## config.mk

```make
export PLATFORM = sky130hd
export DESIGN_NAME = regfile_wb_arbiter
export DESIGN_NICKNAME = d
export VERILOG_FILES = /design/src/rtl/regfile_wb_arbiter.sv
export SDC_FILE = /design/constraint.sdc
export NUM_CORES = 1
export LEC_CHECK = 0
export BUFFER_PORTS_ARGS = -buffer_cell sky130_fd_sc_hd__buf_2
export CORE_MARGIN = 5
export CORE_UTILIZATION = 42
export DETAILED_ROUTE_END_ITERATION = 10
export PLACE_DENSITY = 0.81
export RECOVER_POWER = 50
export SYNTH_ARGS = -nofsm -noshare
export SYNTH_HDL_FRONTEND = slang
export SYNTH_SLANG_ARGS = --single-unit
export TNS_END_PERCENT = 100
```

## constraint.sdc

```tcl
create_clock -name clk -period 1.6 [get_ports clk]
set_input_delay 0.32 -clock clk [delete_from_list [all_inputs] [get_ports clk]]
set_output_delay 0.32 -clock clk [all_outputs]
set_load 0.05 [all_outputs]
```

## src/rtl/regfile_wb_arbiter.sv

```systemverilog
// Two-port register-file writeback arbiter: port 0 (pipeline) has fixed priority,
// port 1 (multi-cycle unit) is forced through after STARVE_LIMIT denied cycles.
// Optional macro WB_ONEHOT_EN enables the registered one-hot write select.
module regfile_wb_arbiter #(
    parameter int STARVE_LIMIT = 4
) (
    input  logic        clk,
    input  logic        reset,
    input  logic        flush,
    input  logic        valid0,
    input  logic        valid1,
    input  logic [4:0]  addr0,
    input  logic [4:0]  addr1,
    input  logic [31:0] data0,
    input  logic [31:0] data1,
    output logic        ready0,
    output logic        ready1,
    output logic        wr_en,
    output logic [4:0]  wr_addr,
    output logic [31:0] wr_data,
    output logic [31:0] wr_onehot,
    output logic        force_p1
);

    typedef enum logic [0:0] {
        NORMAL  = 1'b0,
        STARVED = 1'b1
    } state_t;

    localparam logic [2:0] LIMIT = 3'(STARVE_LIMIT);

    state_t      state_q, state_d;
    logic [2:0]  starve_cnt_q, starve_cnt_d;
    logic        wr_en_q, wr_en_d;
    logic [4:0]  wr_addr_q, wr_addr_d;
    logic [31:0] wr_data_q, wr_data_d;
    logic        xfer0_s, xfer1_s;

    // State register for the arbitration FSM and starvation counter
    always_ff @(posedge clk or negedge reset) begin
        if (!reset) begin
            state_q      <= NORMAL;
            starve_cnt_q <= 3'd0;
        end else begin
            state_q      <= state_d;
            starve_cnt_q <= starve_cnt_d;
        end
    end

    // Output decode: grant signals and starvation indicator
    always_comb begin
        ready0   = 1'b0;
        ready1   = 1'b0;
        force_p1 = 1'b0;
        if (flush) begin
            ready0 = 1'b0;
            ready1 = 1'b0;
        end else begin
            case (state_q)
                NORMAL: begin
                    ready0 = 1'b1;
                    ready1 = valid1 & ~valid0;
                end
                STARVED: begin
                    ready0 = ~valid1;
                    ready1 = 1'b1;
                end
                default: begin
                    ready0 = 1'b0;
                    ready1 = 1'b0;
                end
            endcase
        end
        force_p1 = (state_q == STARVED);
    end

    assign xfer0_s = valid0 & ready0;
    assign xfer1_s = valid1 & ready1;

    // Next-state: counter saturates at the limit; reaching it forces port 1
    always_comb begin
        state_d      = state_q;
        starve_cnt_d = starve_cnt_q;
        if (flush) begin
            state_d      = NORMAL;
            starve_cnt_d = 3'd0;
        end else begin
            if (!valid1 || xfer1_s) begin
                starve_cnt_d = 3'd0;
            end else if (starve_cnt_q >= LIMIT) begin
                starve_cnt_d = LIMIT;
            end else begin
                starve_cnt_d = starve_cnt_q + 3'd1;
            end
            case (state_q)
                NORMAL: begin
                    if (starve_cnt_d == LIMIT) begin
                        state_d = STARVED;
                    end else begin
                        state_d = NORMAL;
                    end
                end
                STARVED: begin
                    if (xfer1_s || !valid1) begin
                        state_d = NORMAL;
                    end else begin
                        state_d = STARVED;
                    end
                end
                default: begin
                    state_d = NORMAL;
                end
            endcase
        end
    end

    // Write-path next values: capture the winner, hold address/data when idle
    always_comb begin
        wr_en_d   = 1'b0;
        wr_addr_d = wr_addr_q;
        wr_data_d = wr_data_q;
        if (xfer0_s) begin
            wr_en_d   = (addr0 != 5'd0);
            wr_addr_d = addr0;
            wr_data_d = data0;
        end else if (xfer1_s) begin
            wr_en_d   = (addr1 != 5'd0);
            wr_addr_d = addr1;
            wr_data_d = data1;
        end else begin
            wr_en_d = 1'b0;
        end
    end

    // Write-path registers
    always_ff @(posedge clk or negedge reset) begin
        if (!reset) begin
            wr_en_q   <= 1'b0;
            wr_addr_q <= 5'd0;
            wr_data_q <= 32'd0;
        end else begin
            wr_en_q   <= wr_en_d;
            wr_addr_q <= wr_addr_d;
            wr_data_q <= wr_data_d;
        end
    end

    assign wr_en   = wr_en_q;
    assign wr_addr = wr_addr_q;
    assign wr_data = wr_data_q;

`ifdef WB_ONEHOT_EN
    logic [31:0] wr_onehot_q, wr_onehot_d;

    function automatic logic [31:0] decode_onehot(input logic [4:0] a);
        decode_onehot = 32'h1 << a;
    endfunction

    // One-hot select follows wr_en so x0 and idle cycles select nothing
    always_comb begin
        wr_onehot_d = 32'h0;
        if (wr_en_d) begin
            wr_onehot_d = decode_onehot(wr_addr_d);
        end else begin
            wr_onehot_d = 32'h0;
        end
    end

    // One-hot select register
    always_ff @(posedge clk or negedge reset) begin
        if (!reset) begin
            wr_onehot_q <= 32'h0;
        end else begin
            wr_onehot_q <= wr_onehot_d;
        end
    end

    assign wr_onehot = wr_onehot_q;
`else
    assign wr_onehot = 32'h0;
`endif

endmodule

```

==> results.yml, run 1 <==
clocking:
  numCtsBuffers: 5
  clk_pin_slew_worst_paths_ns: 0.09
  cts_tree: "built"
  clockBufferDepth: 2
  cts_max_level: 2
  cts.sinks: 42
  clkLatencyLatePin_ns: 0.29
  root_buffer: "clkbuf_8"
timing:
  hold_viol_final: 0
  tns_ns: 0
  worst_pin_slew_ns: 0.673
  setup_viol: 0
  max_freq_mhz: 655
  fin_crit_sh: 0.954
  min_period_ns: 1.53
  relSlewSlack: 0.551
  clock_skew_ns: 0.00661
  hold_ws_ns: 0.276
  maxSlewViolCount: 0
  grt_setup_unrepaired: "false"
die:
  core_um2: 5470
  initial_utilization: 0.428
  dieWidth_um: 84.6
  die_y_um: 84.6
  die_area_um2: 7160
  pin_count: 152
  rows: 27
worst_setup_path:
  crit_chain: "and2_4 -> nor2_4 -> buf_6"
  r2r-start: "force_p1$_DFF_PN0_"
  critPathBufInv: 1
  cp_max_fo: 6
  crit_path_end_kind: "output port"
  crit_type: "reg2out"
  crit_start: "force_p1$_DFF_PN0_"
  cp.arrival_ns: 1.21
  slowest_delay_ns: 0.46
  crit_required_ns: 1.28
  worst_path_max_delay_cell: "dfrtp_2"
  crit_family: "flip-flops"
  worst_setup_path_start_kind: "flop"
grt:
  grt_overflow_total: 0
  grtUsageTotal: 0.193
  grt_pass1_wl_um: 11000
  grt_max_degree: 48
  grt_pass1_vias: 2239
  antenna_found_initial: 0
yosys:
  synthTopCellsByArea: "dfrtp_1 45%, buf_4 12%, a31oi_1 10%, nand3_1 7.9%, o21ai_0 6.8%"
  synthCells: 273
  ys_ff_latch: 42
  synth_top_area_cell: "dfrtp_1"
  syn_area_um2: 2340
  synth_warnings: 0
  synth_top_area_share: 0.449
  synthDistinctLibCells: 26
  avgSynthCellArea_um2: 8.57
  seq_area_frac_synth: 0.449
worst_hold_path:
  hold_path.class: "in2reg"
  min_from: "data0[24]"
cells_and_area:
  layout_common_cells: "105 x buf_2, 41 x nor2_1, 41 x dfrtp_1"
  syn_to_final_growth_pct: 29.0
  final_nets: 470
  post-route-util: 0.551
  antenna_cells: 0
  fill_cells: 551
  finalInstanceArea_um2: 3020
  drive_gt1_frac: 0.341
  final_common_cell: "buf_2"
route:
  drtPass1Iterations: 4
  via_count: 2343
  vias_per_cell: 5.07
  ant_nets: 0
  wirelength_um: 7010
  first_iter_violations: 59
  route.detailed.drc: 0
  wl_per_cell_um: 15.2
power_and_ir_drop:
  power_density_nw_per_um2: 1140
  ir_drop_mv: 0.436
  p_leak_nw: 1.42
  fin_total_pwr_mw: 3.44
place:
  gp_congestion: 0.738
  dp_hpwl_um: 5230
  portBuffers: 119
  placed_cell_area_um2: 2870
flow_run:
  cap_viol_max_count: 0
run_status:
  status: "finished clean"
layer usage:
layer / up-vias / wire, µm / global-route usage
met2: 101 / 3500 / 0.342
li1: 1124 / - / -
met1: 1110 / 2830 / 0.224
met4: 0 / 95 / 0.0504
met3: 8 / 587 / 0.0599
met5: - / 0 / 0
synth_stat cells:
library cell and n:
dfrtp_1 42, inv_1 4, nand3_1 37, and2_2 1, a21oi_1 1, ha_1 2
and2b_1 1, nor3_1 2, nand2_1 1, nor3b_1 1, o21ba_2 1, buf_2 12
a31oi_1 38, clkbuf_1 2, o21ai_0 32, nand3b_1 1, o21ai_1 5, nand2b_1 1
or4_1 2, nor2_1 42, clkbuf_2 2, conb_1 1, a211oi_1 1, buf_6 2
buf_4 38, nor4_1 1
tightest hold or removal path, cell delays in order:
cell and delay [ns]:
buf_2 0.10, nand3_1 0.05, a31oi_1 0.07
through the flow:
stage / setup slack (ns) / std cells
2_1_floorplan: 0.00638 / 304
3_3_place_gp: 0.220 / 450
3_5_place_dp: 0.175 / 450
4_1_cts: 0.00102 / 460
5_1_grt: 0.0196 / 462
6_report: 0.0736 / 462
final timing paths:
path                                             end  cells past startpoint  slack [ns]
max                                           ready0                      3        0.07
min in group asynchronous    wr_data[25]$_DFFE_PN0P_                      2        0.57
max reg2reg                   wr_data[8]$_DFFE_PN0P_                      5        0.15
min reg2reg                starve_cnt_q[1]$_DFF_PN0_                      1        0.49
max in group asynchronous     wr_data[5]$_DFFE_PN0P_                      3        0.21
min                          wr_data[24]$_DFFE_PN0P_                      3        0.28
report_power, final:
part	switching, mW	leakage (nW)	internal [mW]	total [mW]
sequential	0.0683	0.481	1.19	1.26
combinational	0.907	0.869	0.265	1.17
clock	0.383	0.0683	0.625	1.01
total	1.36	1.42	2.08	3.44
cell families (layout without fill, tap and decap cells):
logic type / after synthesis / count (layout) / synth area share
AND/OR/NAND/NOR: 90 / 91 / 0.177
other: 1 / 32 / 0.00160
buffers and inverters: 60 / 145 / 0.171
adder cells (fa/ha/maj): 2 / 2 / 0.0107
flip-flops: 42 / 42 / 0.449
AO/OA/AOI/OAI: 78 / 78 / 0.190
sequential cells by signal (all words and copies together) (netlist names):
name / flops
wr_en: 1
starve_cnt_q: 3
wr_addr: 5
force_p1: 1
wr_data: 32
cell type report:
class	instances	area, µm²	area share
Sequential cell	42	1050	0.349
Multi-Input combinational cell	203	1020	0.338
Timing Repair Buffer	133	702	0.233
Tap cell	72	90.1	0.0299
Clock buffer	5	68.8	0.0228
Clock inverter	3	68.8	0.0228
Inverter	4	15.0	0.00498
what timing repair did:
action | 4_1_cts | 5_1_grt
pin swaps | 1 | 1
endpoints found under the setup margin | 1 | 1
resized for setup | 1 | 1
gates cloned | 1 | 0
hold buffers | 1 | 0
setup buffers | 0 | 2
hold endpoints to repair | 11 | 0
Power figures use the tool's default switching activity.
==> run 2: changes to the inputs <==
--- a/config.mk
+++ b/config.mk
@@ -7,11 +7,11 @@
 export LEC_CHECK = 0
 export BUFFER_PORTS_ARGS = -buffer_cell sky130_fd_sc_hd__buf_2
 export CORE_MARGIN = 5
-export CORE_UTILIZATION = 42
+export CORE_UTILIZATION = 25
 export DETAILED_ROUTE_END_ITERATION = 10
-export PLACE_DENSITY = 0.81
+export PLACE_DENSITY = 0.53
 export RECOVER_POWER = 50
 export SYNTH_ARGS = -nofsm -noshare
 export SYNTH_HDL_FRONTEND = slang
 export SYNTH_SLANG_ARGS = --single-unit
-export TNS_END_PERCENT = 100
+export TNS_END_PERCENT = 50
==> constraint.sdc (replaced) <==
create_clock -name clk -period 1.6 [get_ports clk]
set_input_delay 0.16 -clock clk [delete_from_list [all_inputs] [get_ports clk]]
set_output_delay 0.16 -clock clk [all_outputs]
set_load 0.05 [all_outputs]
==> run 2 against run 1 <==
Effect of this change:
- first-iteration DRC count is 64% higher
- cell count rose by 7.1%
- core utilization is 22 points lower
- maximum frequency increased by 1.6%
- largest cell class unchanged
- global-route usage shrank 7.0 points
- register-to-register slack better by 0.10 ns
- critical path depth unchanged
- sequential share of layout area grew 0.089 points
- combinational power about the same
==> results.yml, run 2 (same netlist as run 1, synthesis figures left out) <==
run_status:
  status: "finished clean"
die:
  core_um2: 9200
  dieWidth_um: 107
  die_y_um: 107
  die_area_um2: 11400
  pin_count: 152
  initial_utilization: 0.254
  rows: 35
timing:
  fin_crit_sh: 0.939
  maxSlewViolCount: 0
  relSlewSlack: 0.589
  max_freq_mhz: 666
  setup_viol: 0
  worst_pin_slew_ns: 0.619
  clock_skew_ns: 0.00850
  hold_viol_final: 0
  tns_ns: 0
  grt_setup_unrepaired: "false"
  min_period_ns: 1.50
worst_setup_path:
  r2r_end: "wr_data[14]$_DFFE_PN0P_"
  r2r-start: "force_p1$_DFF_PN0_"
  crit_required_ns: 1.44
  crit_type: "reg2out"
  rrSetupSlack_ns: 0.25
  worst_setup_path_start_kind: "flop"
  crit_path_end_kind: "output port"
  cp_max_fo: 20
  reg2reg_depth: 3
  cp.arrival_ns: 1.34
grt:
  grt_max_degree: 76
  grt_pass1_wl_um: 11300
  antenna_found_initial: 0
  grt_pass1_vias: 2213
  grtUsageTotal: 0.123
  grt_overflow_total: 0
place:
  gp_congestion: 0.688
  portBuffers: 119
  dp_hpwl_um: 5210
clocking:
  cts_max_level: 2
  root_buffer: "clkbuf_8"
  cts_tree: "built"
  cts.sinks: 42
  clk_pin_slew_worst_paths_ns: 0.09
  numCtsBuffers: 5
  clockBufferDepth: 2
  clkLatencyLatePin_ns: 0.29
cells_and_area:
  final_nets: 464
  antenna_cells: 0
  fill_cells: 1029
  post-route-util: 0.327
  regArea_um2: 1050
  layout_common_cells: "102 x buf_2, 42 x dfrtp_1, 41 x nor2_1"
  drive_gt1_frac: 0.315
  syn_to_final_growth_pct: 28.5
  largest_reg_flops: 32
  final_common_cell: "buf_2"
  multi_input_area_um2: 1020
worst_hold_path:
  min_from: "data0[2]"
  min_path_cells: 3
  min_to: "wr_data[2]$_DFFE_PN0P_"
  hold_path.class: "in2reg"
route:
  wl_per_cell_um: 15.3
  wirelength_um: 7550
  vias_per_cell: 4.56
  ant_nets: 0
  via_count: 2256
  first_iter_violations: 97
  drtPass1Iterations: 4
  route.detailed.drc: 0
power_and_ir_drop:
  power_density_nw_per_um2: 1090
  p_leak_nw: 1.37
  ir_drop_mv: 0.337
flow_run:
  cap_viol_max_count: 0
run 2: cell count changes in the layout (fill, tap and decap cells not counted):
cell       change
buf_4          -6
clkbuf_1       +5
buf_2          -3
buf_12         +2
clkbuf_2       -2
clkinv_2       +2
buf_6          -1
bufinv_16      -1
clkbuf_4       -1
clkinv_4       -1
dfrtp_1        +1
dfrtp_2        -1
run 2: through the flow:
step / cells / power, mW / cell area, µm² / hold slack (ns) / worst slack (ns)
after global placement: 485 / 2.46 / 2920 / 0.152 / 0.104
after global routing: 495 / 3.44 / 3010 / 0.121 / 0.0328
after CTS: 494 / 3.34 / 3040 / 0.107 / 0.0138
after detailed placement: 485 / 2.47 / 2920 / 0.155 / 0.0259
after floorplan: 304 / 2.20 / 2460 / -0.136 / 0.0340
final: 495 / 3.28 / 3010 / 0.119 / 0.0983
run 2: power by group:
part / switching (mW) / total (mW) / internal (mW)
Sequential: 0.0695 / 1.26 / 1.19
Combinational: 0.904 / 1.16 / 0.258
Clock: 0.394 / 0.854 / 0.460
Total: 1.37 / 3.28 / 1.91
run 2: what timing repair did:
item,in CTS,in global routing
pin swaps,0,1
hold endpoints to repair,19,0
endpoints found under the setup margin,1,1
cloned,0,1
setup buffers,0,0
resized for setup,1,0
hold buffers,1,0
run 2: final cells by class:
| cell class | count | share of cell area |
|---|---|---|
| multi-input combinational | 203 | 0.340 |
| clock buffer | 5 | 0.0229 |
| sequential | 42 | 0.350 |
| tap | 111 | 0.0462 |
| clock inverter | 3 | 0.0133 |
| inverter | 4 | 0.00499 |
| timing repair buffer | 127 | 0.223 |
run 2: how the worst max path moves through the flow:
stage                       startpoint                       to  slack [ns]  depth (start not counted)
floorplan           force_p1$_DFF_PN0_                   ready0        0.03                          4
global placement    force_p1$_DFF_PN0_   wr_addr[0]$_DFFE_PN0P_        0.10                          3
detailed placement  force_p1$_DFF_PN0_  wr_data[15]$_DFFE_PN0P_        0.03                          3
CTS                 force_p1$_DFF_PN0_                   ready0        0.01                          3
global route                     reset  wr_data[31]$_DFFE_PN0P_        0.03                          3
finish              force_p1$_DFF_PN0_                   ready0         0.1                          3
run 2: critical path, cell delays in order (launching register included):
cell and delay (ns):
dfrtp_1 0.44, and2_4 0.25, nor2_4 0.10, buf_2 0.26
run 2: metal layers:
layer	share of wire	wire length, µm	track usage	vias to the layer above
met3	0.082	622	0.0313	5
met2	0.47	3530	0.204	106
met1	0.44	3320	0.157	1031
li1	-	-	-	1114
met5	0	0	0	-
met4	0.011	80	0.0374	0
==> run 3: changes to the inputs <==
--- a/config.mk
+++ b/config.mk
@@ -6,7 +6,6 @@
 export NUM_CORES = 1
 export LEC_CHECK = 0
 export BUFFER_PORTS_ARGS = -buffer_cell sky130_fd_sc_hd__buf_2
-export CORE_MARGIN = 5
 export CORE_UTILIZATION = 25
 export DETAILED_ROUTE_END_ITERATION = 10
 export PLACE_DENSITY = 0.53
==> run 3 against run 2 <==
Effect of this change:
- first-iteration DRC count down 22%
- worst hold slack better by 0.0060 ns
- core utilization up 0.97 points
- clock skew fell by 0.0061 ns
- critical path depth unchanged
- setup slack got worse by 0.0075 ns
- routed wire length decreased by 8.0%
- combinational power about the same
- die area down 14%
- cell count down 0.40%
- sequential cell count stayed put
- clock power decreased by 16%
- largest cell class unchanged
==> results.yml, run 3 (same netlist as run 1, synthesis figures left out) <==
run_status:
  status: "finished clean"
route:
  vias_per_cell: 4.61
  route.detailed.drc: 0
  ant_nets: 0
  first_iter_violations: 76
  via_count: 2272
  drtPass1Iterations: 4
  wl_per_cell_um: 14.1
  wirelength_um: 6950
die:
  core_um2: 8890
  pin_count: 152
  die_area_um2: 9750
  die_y_um: 98.7
  initial_utilization: 0.263
  dieWidth_um: 98.7
  rows: 34
cells_and_area:
  regArea_um2: 1050
  final_common_cell: "buf_2"
  finalInstanceArea_um2: 2990
  antenna_cells: 0
  largest_reg_flops: 32
  layout_common_cells: "100 x buf_2, 42 x dfrtp_1, 41 x nor2_1"
  drive_gt1_frac: 0.309
  final_nets: 465
  syn_to_final_growth_pct: 27.9
  multi_input_area_um2: 1020
  fill_cells: 994
grt:
  grt_pass1_vias: 2206
  antenna_found_initial: 0
  grt_pass1_wl_um: 10700
  grtUsageTotal: 0.137
  grt_overflow_total: 0
  grt_max_degree: 45
power_and_ir_drop:
  p_leak_nw: 1.37
  combinationalPowerShare: 0.370
  ir_drop_mv: 0.283
  fin_total_pwr_mw: 3.13
  p_int_mw: 1.80
  power.net_switching_mw: 1.33
  power_density_nw_per_um2: 1050
  switching_share: 0.426
  pwr-share-seq: 0.402
  clock_power_share: 0.228
worst_setup_path:
  cp.arrival_ns: 1.35
  cp_num_cells: 3
  crit_path_end_kind: "output port"
  crit_required_ns: 1.44
  reg2reg_depth: 3
  critPathBufInv: 1
  worst_path_max_delay_cell: "dfrtp_1"
  crit_type: "reg2out"
  crit_chain: "and2_4 -> nor2_4 -> buf_2"
  slowest_delay_ns: 0.45
  worst_setup_path_start_kind: "flop"
  cp_max_fo: 20
  crit_family: "flip-flops"
timing:
  setup_viol: 0
  relSlewSlack: 0.218
  fin_crit_sh: 0.943
  max_freq_mhz: 663
  tns_ns: 0
  maxSlewViolCount: 0
  grt_setup_unrepaired: "false"
  min_period_ns: 1.51
  worst_pin_slew_ns: 1.17
  hold_viol_final: 0
  clock_skew_ns: 0.00235
clocking:
  cts_setup_buffers: 0
  root_buffer: "clkbuf_8"
  numCtsBuffers: 5
  clkLatencyLatePin_ns: 0.29
  cts.sinks: 42
  cts_max_level: 2
  cts_tree: "built"
  clockBufferDepth: 2
  clk_pin_slew_worst_paths_ns: 0.08
place:
  dp_hpwl_um: 4660
  portBuffers: 119
  placed_cell_area_um2: 2910
  gp_congestion: 0.699
worst_hold_path:
  hold_path.class: "in2reg"
  min_path_cells: 3
flow_run:
  cap_viol_max_count: 0
run 3: path summary, 6_finish.rpt:
check / startpoint / endpoint / slack, ns
setup / recovery: force_p1$_DFF_PN0_ / ready0 / 0.09
hold / removal: data0[4] / wr_data[4]$_DFFE_PN0P_ / 0.12
setup reg to reg: force_p1$_DFF_PN0_ / wr_data[13]$_DFFE_PN0P_ / 0.25
hold reg to reg: starve_cnt_q[2]$_DFF_PN0_ / starve_cnt_q[1]$_DFF_PN0_ / 0.50
max in group asynchronous: reset / wr_data[22]$_DFFE_PN0P_ / 0.26
min in group asynchronous: reset / wr_data[1]$_DFFE_PN0P_ / 0.62
run 3: worst reg2reg max path, cell delays in order (launching register included):
cell,delay (ns)
dfrtp_1,0.45
and2_2,0.46
o21ai_0,0.16
a31oi_1,0.21
run 3: routing by layer:
metal	routed length, µm	part of all wire	GRT usage
met3	450	0.065	0.0298
met5	0	0	0
met4	80	0.012	0.0413
met2	3350	0.48	0.236
met1	3070	0.44	0.172
run 3: power by group through the flow:
stage               clock network, mW  logic [mW]  registers [mW]
finish                          0.715        1.16            1.26
floorplan                           0       0.462            1.74
detailed placement                  0        1.18            1.28
global placement                    0        1.18            1.28
global route                    0.795        1.23            1.28
CTS                             0.756        1.18            1.26
run 3: metrics by stage:
stage	setup WS, ns	hold WS [ns]	std cells	utilization
2_1_floorplan	0.0340	-0.136	304	-
3_3_place_gp	0.0996	0.158	483	0.327
3_5_place_dp	0.0552	0.157	483	0.327
4_1_cts	0.0304	0.107	492	0.338
5_1_grt	0.0117	0.109	493	0.337
6_report	0.0908	0.125	493	0.337
run 3: area by class of cell:
type | count | share of cell area
timing repair buffer | 128 | 0.227
clock buffer | 7 | 0.0288
tap | 108 | 0.0452
clock inverter | 1 | 0.00167
multi-input combinational | 203 | 0.341
inverter | 4 | 0.00502
sequential | 42 | 0.351
run 3: what timing repair did:
action                                  CTS  global route
endpoints found under the setup margin    1             1
hold endpoints to repair                 19             0
cloned                                    0             1
gates resized for setup                   1             0
hold buffers                              1             0
pin swaps                                 0             1
